===== config.mk =====
export PLATFORM = sky130hd
export DESIGN_NAME = hazard_scoreboard_unit
export DESIGN_NICKNAME = d
export VERILOG_FILES = /design/src/rtl/hazard_scoreboard_unit.sv
export SDC_FILE = /design/constraint.sdc
export NUM_CORES = 1
export LEC_CHECK = 0
export CAP_MARGIN = 20
export CORE_MARGIN = 1.5
export CORE_UTILIZATION = 48
export CTS_CLUSTER_DIAMETER = 120
export DETAILED_ROUTE_END_ITERATION = 12
export PLACE_DENSITY = 0.77
export REMOVE_ABC_BUFFERS = 1
export SETUP_SLACK_MARGIN = 0.05
export SLEW_MARGIN = 10
export SYNTH_ARGS = -nofsm -noshare
export SYNTH_HDL_FRONTEND = slang
export SYNTH_SLANG_ARGS = --single-unit

===== constraint.sdc =====
create_clock -name clk -period 3.2 [get_ports clk]
set_clock_uncertainty 0.2 [all_clocks]
set_input_delay 0.32 -clock clk [delete_from_list [all_inputs] [get_ports clk]]
set_output_delay 0.32 -clock clk [all_outputs]
set_load 0.01 [all_outputs]

===== src/rtl/hazard_scoreboard_unit.sv =====
// Pipeline hazard controller: long-latency register scoreboard, load-use/RAW/WAW/structural
// stall detection, priority forwarding, multi-cycle flush hold and a saturating stall counter.
module hazard_scoreboard_unit #(
  parameter int unsigned NREGS     = 32,
  parameter int unsigned NFWD      = 2,
  parameter int unsigned FLUSH_CYC = 2,
  parameter int unsigned MAX_PEND  = 4,
  parameter int unsigned CNT_W     = 16,
  localparam int unsigned AW       = $clog2(NREGS),
  localparam int unsigned FWD_W    = $clog2(NFWD + 1)
) (
  input  logic               clk,
  input  logic               rst_n,
  input  logic [AW-1:0]      rs1_addr_id,
  input  logic [AW-1:0]      rs2_addr_id,
  input  logic               rs1_used_id,
  input  logic               rs2_used_id,
  input  logic [AW-1:0]      rd_addr_id,
  input  logic               reg_write_id,
  input  logic               long_op_id,
  input  logic [AW-1:0]      rd_addr_ex,
  input  logic               reg_write_ex,
  input  logic               mem_read_ex,
  input  logic               long_issue_ex,
  input  logic [NFWD*AW-1:0] fwd_rd_addr,
  input  logic [NFWD-1:0]    fwd_reg_write,
  input  logic               long_done,
  input  logic [AW-1:0]      long_done_rd,
  input  logic               branch_taken,
  input  logic               jump_taken,
  output logic               stall,
  output logic               flush,
  output logic [FWD_W-1:0]   forward_a,
  output logic [FWD_W-1:0]   forward_b,
  output logic               if_id_enable,
  output logic               id_ex_enable,
  output logic               pend_full,
  output logic [CNT_W-1:0]   stall_cnt
);

  localparam int unsigned PW  = $clog2(MAX_PEND + 1);
  localparam int unsigned FCW = (FLUSH_CYC > 1) ? $clog2(FLUSH_CYC) : 1;

  logic [NREGS-1:0] busy_q, busy_d;
  logic [PW-1:0]    pend_cnt_q, pend_cnt_d;
  logic [FCW-1:0]   flush_ctr_q, flush_ctr_d;
  logic [CNT_W-1:0] stall_cnt_q, stall_cnt_d;

  logic set_busy, clr_busy, redirect;
  logic load_use, raw_hzd, waw_hzd, struct_hzd;

  // Lowest-numbered (youngest) matching stage wins, so iterate oldest first.
  always_comb begin
    forward_a = '0;
    forward_b = '0;
    for (int k = int'(NFWD) - 1; k >= 0; k--) begin
      if (fwd_reg_write[k] && fwd_rd_addr[k*AW +: AW] != '0) begin
        if (rs1_used_id && fwd_rd_addr[k*AW +: AW] == rs1_addr_id) forward_a = FWD_W'(k + 1);
        if (rs2_used_id && fwd_rd_addr[k*AW +: AW] == rs2_addr_id) forward_b = FWD_W'(k + 1);
      end
    end
  end

  always_comb begin
    set_busy = long_issue_ex && reg_write_ex && (rd_addr_ex != '0);
    clr_busy = long_done && busy_q[long_done_rd];

    // Clear first so a simultaneous set of the same register wins.
    busy_d = busy_q;
    if (clr_busy) busy_d[long_done_rd] = 1'b0;
    if (set_busy) busy_d[rd_addr_ex] = 1'b1;
    busy_d[0] = 1'b0;

    pend_cnt_d = pend_cnt_q;
    if (set_busy && !clr_busy && pend_cnt_q != PW'(MAX_PEND)) pend_cnt_d = pend_cnt_q + 1'b1;
    else if (clr_busy && !set_busy && pend_cnt_q != '0)      pend_cnt_d = pend_cnt_q - 1'b1;
  end

  always_comb begin
    pend_full  = (pend_cnt_q == PW'(MAX_PEND));
    load_use   = mem_read_ex && (rd_addr_ex != '0) &&
                 ((rs1_used_id && rs1_addr_id == rd_addr_ex) ||
                  (rs2_used_id && rs2_addr_id == rd_addr_ex));
    raw_hzd    = (busy_q[rs1_addr_id] && rs1_used_id) || (busy_q[rs2_addr_id] && rs2_used_id);
    waw_hzd    = reg_write_id && busy_q[rd_addr_id];
    struct_hzd = long_op_id && pend_full;

    redirect     = branch_taken || jump_taken;
    flush        = redirect || (flush_ctr_q != '0);
    stall        = (load_use || raw_hzd || waw_hzd || struct_hzd) && !flush;
    if_id_enable = !stall;
    id_ex_enable = !stall;
    stall_cnt    = stall_cnt_q;

    flush_ctr_d = flush_ctr_q;
    if (redirect)                flush_ctr_d = FCW'(FLUSH_CYC - 1);
    else if (flush_ctr_q != '0)  flush_ctr_d = flush_ctr_q - 1'b1;

    stall_cnt_d = stall_cnt_q;
    if (stall && stall_cnt_q != '1) stall_cnt_d = stall_cnt_q + 1'b1;
  end

  always_ff @(posedge clk or negedge rst_n) begin
    if (!rst_n) begin
      busy_q      <= '0;
      pend_cnt_q  <= '0;
      flush_ctr_q <= '0;
      stall_cnt_q <= '0;
    end else begin
      busy_q      <= busy_d;
      pend_cnt_q  <= pend_cnt_d;
      flush_ctr_q <= flush_ctr_d;
      stall_cnt_q <= stall_cnt_d;
    end
  end

endmodule

# Yosys cells after proc, flatten, opt, wreduce, memory -nomap -nowiden
# Index checks and enable logic that the tools add are counted.
dict set report word_totals {
  ff_bits 51
  wordCells 94
}
dict set report op_classes {
  addsub 4
  n_lt_le_gt_ge 7
  n_eq_ne 9
  mux 26
  bitwise_logic 3
  reduce_logical 41
}
# op n
set ops {}
lappend ops {{$mux W32} 2}
lappend ops {{$and A32 B32 Y32} 1}
lappend ops {{$not A32 Y32} 1}
lappend ops {{$or A32 B32 Y32} 1}
lappend ops {{$eq A5 B5 Y1} 6}
lappend ops {{$lt A5 B6 Y1 const B} 5}
lappend ops {{$logic_and A1 B1 Y1} 25}
lappend ops {{$bmux W1 S5} 4}
lappend ops {{$add A16 B1 Y16 const B} 1}
lappend ops {{$mux W2} 8}
lappend ops {{$ne A16 B16 Y1 const B} 1}
lappend ops {{$reduce_bool A5 Y1} 3}
lappend ops {{$demux W1 S5} 2}
lappend ops {{$ge A5 B1 Y1 const B} 2}
lappend ops {{$mux W1} 8}
lappend ops {{$logic_or A1 B1 Y1} 7}
lappend ops {{$mux W3} 2}
lappend ops {{$logic_not A1 Y1} 4}
lappend ops {{$add A3 B1 Y3 const B} 1}
lappend ops {{$eq A3 B3 Y1 const B} 1}
lappend ops {{$ne A3 B3 Y1 const B} 1}
lappend ops {{$reduce_bool A3 Y1} 1}
lappend ops {{$sub A3 B1 Y3 const B} 1}
lappend ops {{$reduce_bool A2 Y1} 1}
lappend ops {{$sub A1 B1 Y1 const B} 1}

# Depth between registers and ports, before layout
# Gate-level depths: netlist of the first run.
dict set report logic_depth {
  ltp_word 9
  mapped_depth 13
  ltp_nobuf 11
}

# Worst setup path after synthesis of the first run
# OpenSTA, ideal clock, no wires.
dict set report synth_timing {
  kind {input port to flip-flop}
  from {input long_done_rd[0]}
  to {register pend_cnt_q[2]}
  arrival_time_ns 2.888
  slack_ns 0.012
  stages 11
  path_buffers 2
  path_cell_list {buf_2 mux4_2 a32oi_1 nand3_1 o21a_1 buf_2 or3_1 fa_1 nor3_1 a211oi_1 a311oi_1}
}
dict set report synth_between {
  elab_chain_cells 7
  elab_cells_between_ends 10
  cone_classes {mux (3); reduce/logical (7)}
}
# element line
set synth_rtl {}
lappend synth_rtl {{start: declaration} 28} ;# input logic [AW-1:0] long_done_rd,
lappend synth_rtl {{$bmux W1 S5 (*)} 66} ;# clr_busy = long_done && busy_q[long_done_rd];
lappend synth_rtl {{$mux W1 (not written as such) (*)} 66}
lappend synth_rtl {{$logic_and A1 B1 Y1 (*)} 66}
lappend synth_rtl {{$logic_not A1 Y1} 75} ;# if (set_busy && !clr_busy && pend_cnt_q != PW'(MAX_PEND)) pend_cnt_d = pend_cnt_q + 1'b1;
lappend synth_rtl {{$logic_and A1 B1 Y1 (2 in a row)} 75}
lappend synth_rtl {{$mux W3 or $reduce_bool A2 Y1 (tied branches)} --}
lappend synth_rtl {{end signal: assignment} 111} ;# pend_cnt_q <= pend_cnt_d;
lappend synth_rtl {{end: declaration} 45} ;# logic [PW-1:0] pend_cnt_q, pend_cnt_d;
# Mark *: on every way between the ends. The rest lies on a longest branch, timed or not. The select of a mux whose other input is x is not followed.
# A chain may end at the register's enable or synchronous reset.

# Worst setup path in the final report of the first run
dict set report layout_timing {
  from {register busy_q[30]}
  to {output stall}
}
dict set report layout_between {
  elab_chain_cells 8
  elab_cells_between_ends 14
  cone_classes {mux (6); reduce/logical (8)}
}
# element line
set layout_rtl {}
lappend layout_rtl {{start: declaration} 44} ;# logic [NREGS-1:0] busy_q, busy_d;
lappend layout_rtl {{start signal: assignment} 110} ;# busy_q <= busy_d;
lappend layout_rtl {{$bmux W1 S5} 84} ;# raw_hzd = (busy_q[rs1_addr_id] && rs1_used_id) || (busy_q[rs2_addr_id] && rs2_used_id);
lappend layout_rtl {{$mux W1 (not written as such)} 84}
lappend layout_rtl {{$logic_and A1 B1 Y1} 84}
lappend layout_rtl {{$logic_or A1 B1 Y1} 84}
lappend layout_rtl {{$logic_or A1 B1 Y1} 90} ;# stall = (load_use || raw_hzd || waw_hzd || struct_hzd) && !flush;
lappend layout_rtl {{$logic_or A1 B1 Y1 (*) (2 in a row)} 90}
lappend layout_rtl {{$logic_and A1 B1 Y1 (*)} 90}
lappend layout_rtl {{end: declaration} 31} ;# output logic stall,
# Marked as above.

==> results.yml, run 1 <==
grt:
  grt_pass1_vias: 3972
  grt_pass1_wl_um: 19950
  grt_overflow: 0
  track_usage_pct: 29.10
  grt_max_degree: 28
  grt_antenna_before_repair: 0
setup_path:
  slowest_stage: "mux4_2"
  endpoint_kind: "primary output"
  path_class: "register to primary output"
  cp-start-kind: "register"
  arrival_ns: 2.52
  worst_ep_required_time_ns: 2.68
  slowest_delay_ns: 0.47
  path_max_fanout: 5
  worstPathCellList: "mux4_2, mux2_4, nand4_1, nand3_2, a211o_1, o21ai_2, inv_1, clkbuf_2"
floorplan:
  rows: 33
  dieHeight_um: 94.69
  start_util_pct: 49.36
  dieWidth_um: 94.69
  ios: 74
  dieArea_um2: 8965
  core_area_um2: 8175
detailed_routing:
  drtPass1Iterations: 5
  vias_per_cell: 6.164
  vias: 3957
  drc: 0
  drtIter0Drc: 317
  wirelength_um: 12560
  ant_nets: 0
  avgRoutedWirePerCell_um: 19.57
layout:
  fin_area_um2: 5278
  final_util_pct: 64.55
  syn_to_final_growth_pct: 30.79
  nets: 587
  n_antenna_cell: 0
  drive_gt1_share_pct: 20.30
place:
  port_buffers: 73
  dpl-instance-area_um2: 5126
  globalplace.congestion: 0.9774
  post-dp-hpwl_um: 9827
logic_synthesis:
  syn_area_um2: 4035
  synth_top_area_share_pct: 31.63
  synth-seq-area-share_pct: 31.63
  ys_ff_latch: 51
  synthArstFlopShare_pct: 100.0
  synth_warnings: 0
  syn_inst: 435
  synth.distinct_cells: 58
  synth_commonest_cells: "74 x nand2_1, 51 x dfrtp_1, 33 x o21ai_0, 26 x xnor2_1, 24 x mux4_2"
  ys.flop_type: "dfrtp_1"
  avgSynthCellArea_um2: 9.276
  synth_edf_count: 0
  yosysTopAreaCell: "dfrtp_1"
  yosysMostFrequentCell: "nand2_1"
  synthTopCellsByArea: "dfrtp_1 32%, mux4_2 13%, nand2_1 6.9%, xnor2_1 5.6%, xor2_1 4.3%"
clocking:
  clock-sinks: 51
  clk_latency_ns: 0.31
  clockBufferDepth: 2
  h-tree-depth: 2
  cts-buffers-inserted: 5
  clock-root-buffer: "clkbuf_8"
  cts_tree: "done"
  clkSlewWorstSetupHoldPaths_ns: 0.10
power_and_ir_drop:
  seq_power_share_pct: 43.7
  switching_share_pct: 35.43
  ir_drop_uv: 425.1
  fin_total_pwr_uw: 2175
  powerDensity_nw_per_um2: 412.0
  p_leak_uw: 0.002203
  switching_power_uw: 770.3
  p_comb_share_pct: 38.0
  internal-power_uw: 1404
  clock_power_share_pct: 18.3
timing:
  setup_viol: 0
  max_slew_margin_pct: 57.25
  period_needed_ns: 3.037
  finalHoldViolCount: 0
  max_clock_freq_mhz: 329.3
  drv_slew: 0
  tightestPinTransition_ns: 0.6398
  post-route-period-util_pct: 94.91
  grt_setup_unrepaired: "yes"
outcome:
  outcome: "finished clean"
worst_hold_path:
  hp-class: "register to register"
flow_run:
  maxCapViolations: 0
stage by stage:
stage	hold WS [ns]	setup slack (ns)	TNS, ns	cells
finish	0.3004	0.1630	0	642
global route	0.3143	0.007289	0	642
CTS	0.3014	0.1066	0	639
detailed placement	0.1568	-0.4025	-3.256	630
global placement	0.2817	-0.3852	-2.859	629
floorplan	-0.1756	0.2383	0	407
layer usage:
layer	track usage (%)	vias up	part of all wire (%)
met5	0	-	0
met4	9.453	0	2.5
met3	4.831	36	8.0
met2	49.17	215	49
met1	37.96	1914	40
li1	-	1792	-
placed cells by master (no fill, tap or decap), types with 6 or more instances in the layout:
cell type / n
buf_4: 43
clkbuf_8: 6
clkdlybuf4s50_1: 63
dfrtp_1: 47
mux2i_1: 13
mux4_2: 24
nand2_1: 74
nand3_1: 20
nand4_1: 11
nor2_1: 20
nor2b_1: 6
nor3_1: 15
nor3b_1: 7
o21ai_0: 33
xnor2_1: 26
xor2_1: 20
cells by family (layout without fill, tap and decap cells):
family / after synthesis / in the layout / share of synthesized area [%]
xor gates and xnor gates: 46 / 46 / 9.985
and+or+nand+nor: 198 / 198 / 25.24
DFF: 51 / 51 / 31.63
adders and majority gates: 2 / 2 / 0.8062
AOI/OAI and AO/OA: 63 / 63 / 9.892
muxes: 44 / 44 / 18.67
buffers and inverters: 31 / 133 / 3.783
flip-flops by register name (all words and copies together), names as in the netlist:
signal	count
flush_ctr_q	1
pend_cnt_q	3
stall_cnt	16
busy_q	31
final timing paths:
check,start,to,slack [ns],cells after the start
worst max-delay path,busy_q[30]$_DFF_PN0_,stall,0.16,8
worst min-delay path,stall_cnt[7]$_DFFE_PN0P_,stall_cnt[7]$_DFFE_PN0P_,0.30,1
worst max register to register,busy_q[7]$_DFF_PN0_,pend_cnt_q[2]$_DFFE_PN0P_,0.17,9
worst min register to register,stall_cnt[7]$_DFFE_PN0P_,stall_cnt[7]$_DFFE_PN0P_,0.30,1
max in group asynchronous,rst_n,busy_q[23]$_DFF_PN0_,1.89,3
min in group asynchronous,rst_n,stall_cnt[15]$_DFFE_PN0P_,0.33,2
cell type report:
class | count | area [um^2]
Clock buffer | 6 | 82.58
Clock inverter | 2 | 13.76
Fill cell | 675 | 2898
Inverter | 3 | 11.26
Multi-Input combinational cell | 353 | 2639
Sequential cell | 51 | 1281
Tap cell | 105 | 131.4
Timing Repair Buffer | 122 | 1119
critical path, delay by kind of cell, from the launching register on:
family	cells	cell delay [ns]
compound gates	2	0.53
flops	1	0.46
buf+inv	2	0.21
mux	2	0.77
simple gates	2	0.22
what timing repair did:
action,4_1_cts,5_1_grt
setup buffers,0,2
hold buffers,1,0
resized for setup,16,13
hold endpoints to repair,24,0
pin swaps,3,3
setup endpoints to repair,4,4
gates cloned,0,1
power by group through the flow:
stage	registers [uW]	logic [uW]	clock network, uW
2_1_floorplan	890	456	0
3_3_place_gp	949	766	0
3_5_place_dp	954	793	0
4_1_cts	941	810	402
5_1_grt	965	899	429
6_report	951	827	397
Power figures use the tool's default switching activity.
==> run 2, diff against run 1 <==
--- a/config.mk
+++ b/config.mk
@@ -6,7 +6,6 @@
 export NUM_CORES = 1
 export LEC_CHECK = 0
 export CAP_MARGIN = 20
-export CORE_MARGIN = 1.5
 export CORE_UTILIZATION = 48
 export CTS_CLUSTER_DIAMETER = 120
 export DETAILED_ROUTE_END_ITERATION = 12
==> run 2 against run 1 <==
Global-route usage increased by 1.4 points. Cell count increased by 1.1%. Clock power increased by 18%. First-iteration DRC count decreased by 4.4%. Critical path type is now input port to primary output. Critical endpoint unchanged. Core utilization increased by 0.77 points. Clock-buffer cell count decreased by 1. Combinational power increased by 3.3%.
==> results.yml, run 2 (synthesized netlist as in run 1, its figures left out) <==
setup_path:
  path_buf_inv: 4
  cp-start-kind: "input port"
  arrival_ns: 2.57
  slowest_stage: "mux4_2"
  path_max_fanout: 4
  worstPathCellList: "clkdlybuf4s50_1, buf_6, mux4_2, o211ai_1, nand3_1, a211o_1, o21ai_2, inv_1, buf_2"
  path_class: "input port to primary output"
  worst_ep_required_time_ns: 2.68
  worst_path_dominant_cell_family: "buffers and inverters"
  endpoint_kind: "primary output"
  slowest_delay_ns: 0.51
floorplan:
  start_util_pct: 49.36
  dieWidth_um: 93.69
  dieArea_um2: 8777
  rows: 33
  ios: 74
  dieHeight_um: 93.69
  core_area_um2: 8175
timing:
  post-route-period-util_pct: 96.63
  final.setup.tns_ns: 0
  grt_setup_unrepaired: "yes"
  drv_slew: 0
  period_needed_ns: 3.092
  tightestPinTransition_ns: 0.7093
  hold_ws_ns: 0.2975
  finalHoldViolCount: 0
  max_clock_freq_mhz: 323.4
  max_slew_margin_pct: 52.71
  setup_viol: 0
layout:
  nets: 594
  final_cell_mix: "74 x nand2_1, 66 x clkdlybuf4s50_1, 50 x buf_4, 48 x dfrtp_1, 33 x o21ai_0"
  layout_commonest_cell: "nand2_1"
  regMostFlops: "busy_q"
  drive_gt1_share_pct: 20.40
  syn_to_final_growth_pct: 32.34
  n_antenna_cell: 0
  largest_reg_flops: 31
  fin_cells: 649
clocking:
  cts-buffers-inserted: 5
  clock-sinks: 51
  cts_tree: "done"
  clkSlewWorstSetupHoldPaths_ns: 0.10
  h-tree-depth: 2
  clk_latency_ns: 0.32
  clock-root-buffer: "clkbuf_8"
  clockBufferDepth: 2
detailed_routing:
  wirelength_um: 12870
  vias: 3986
  ant_nets: 0
  drtIter0Drc: 303
  vias_per_cell: 6.142
  drc: 0
  drtPass1Iterations: 6
  avgRoutedWirePerCell_um: 19.82
power_and_ir_drop:
  switching_power_uw: 786.5
  switching_share_pct: 34.75
  p_comb_share_pct: 37.7
  p_leak_uw: 0.002231
  powerDensity_nw_per_um2: 423.8
  seq_power_share_pct: 41.6
  fin_total_pwr_uw: 2263
  ir_drop_uv: 335.6
  internal-power_uw: 1477
  clock_power_share_pct: 20.7
grt:
  grt_max_degree: 33
  grt_antenna_before_repair: 0
  grt_overflow: 0
  track_usage_pct: 30.54
  grt_pass1_vias: 3942
  grt_pass1_wl_um: 20100
flow_run:
  maxCapViolations: 0
place:
  port_buffers: 73
  placed_cells: 634
  globalplace.congestion: 0.9709
  post-dp-hpwl_um: 9986
outcome:
  outcome: "finished clean"
worst_hold_path:
  hp-class: "register to register"
==> run 2: worst paths after layout <==
check / start / endpoint / slack [ns] / cells after the start
setup / recovery: rs1_addr_id[0] / stall / 0.11 / 9
max in group asynchronous: rst_n / busy_q[8]$_DFF_PN0_ / 1.65 / 3
hold / removal: stall_cnt[15]$_DFFE_PN0P_ / stall_cnt[15]$_DFFE_PN0P_ / 0.30 / 1
hold reg to reg: stall_cnt[15]$_DFFE_PN0P_ / stall_cnt[15]$_DFFE_PN0P_ / 0.30 / 1
setup reg to reg: busy_q[20]$_DFF_PN0_ / pend_cnt_q[2]$_DFFE_PN0P_ / 0.22 / 10
min in group asynchronous: rst_n / stall_cnt[15]$_DFFE_PN0P_ / 0.39 / 2
==> run 2: metrics by stage <==
step	cell area [um^2]	utilization, %	worst slack [ns]
2_1_floorplan	3894	-	0.2383
3_3_place_gp	5144	62.92	-0.3824
3_5_place_dp	5144	62.92	-0.4402
4_1_cts	5311	64.97	0.003312
5_1_grt	5340	65.32	0.03519
6_report	5340	65.32	0.1079
==> run 2: routing by layer <==
layer | share of wire, % | up-vias | global-route usage [%]
met1 | 42 | 1941 | 40.31
li1 | - | 1818 | -
met2 | 47 | 193 | 49.82
met5 | 0 | - | 0
met3 | 7.5 | 34 | 4.288
met4 | 3.3 | 0 | 13.97
==> run 2: power groups by stage <==
stage                     clock (uW)  sequential (uW)  combinational, uW
after floorplan                    0              890                456
after global placement             0              946                784
after detailed placement           0              952                811
after CTS                        468              940                826
after global routing             488              957                926
final                            468              942                854
==> run 2: timing repair <==
item / CTS / global route
gates resized for setup: 11 / 10
gates cloned: 1 / 0
hold buffers: 1 / 0
pin swaps: 4 / 3
buffers inserted: 2 / 3
hold endpoints to repair: 31 / 0
endpoints found under the setup margin: 4 / 4
==> run 2: layout make-up <==
type / count / area, um^2
flip-flops and latches: 51 / 1280
clock buffers: 5 / 68.82
fillers: 681 / 2835
repair buffers: 129 / 1189
clock inverters: 3 / 46.29
well taps: 105 / 131.4
multi-input cells: 353 / 2614
inverters: 3 / 11.26
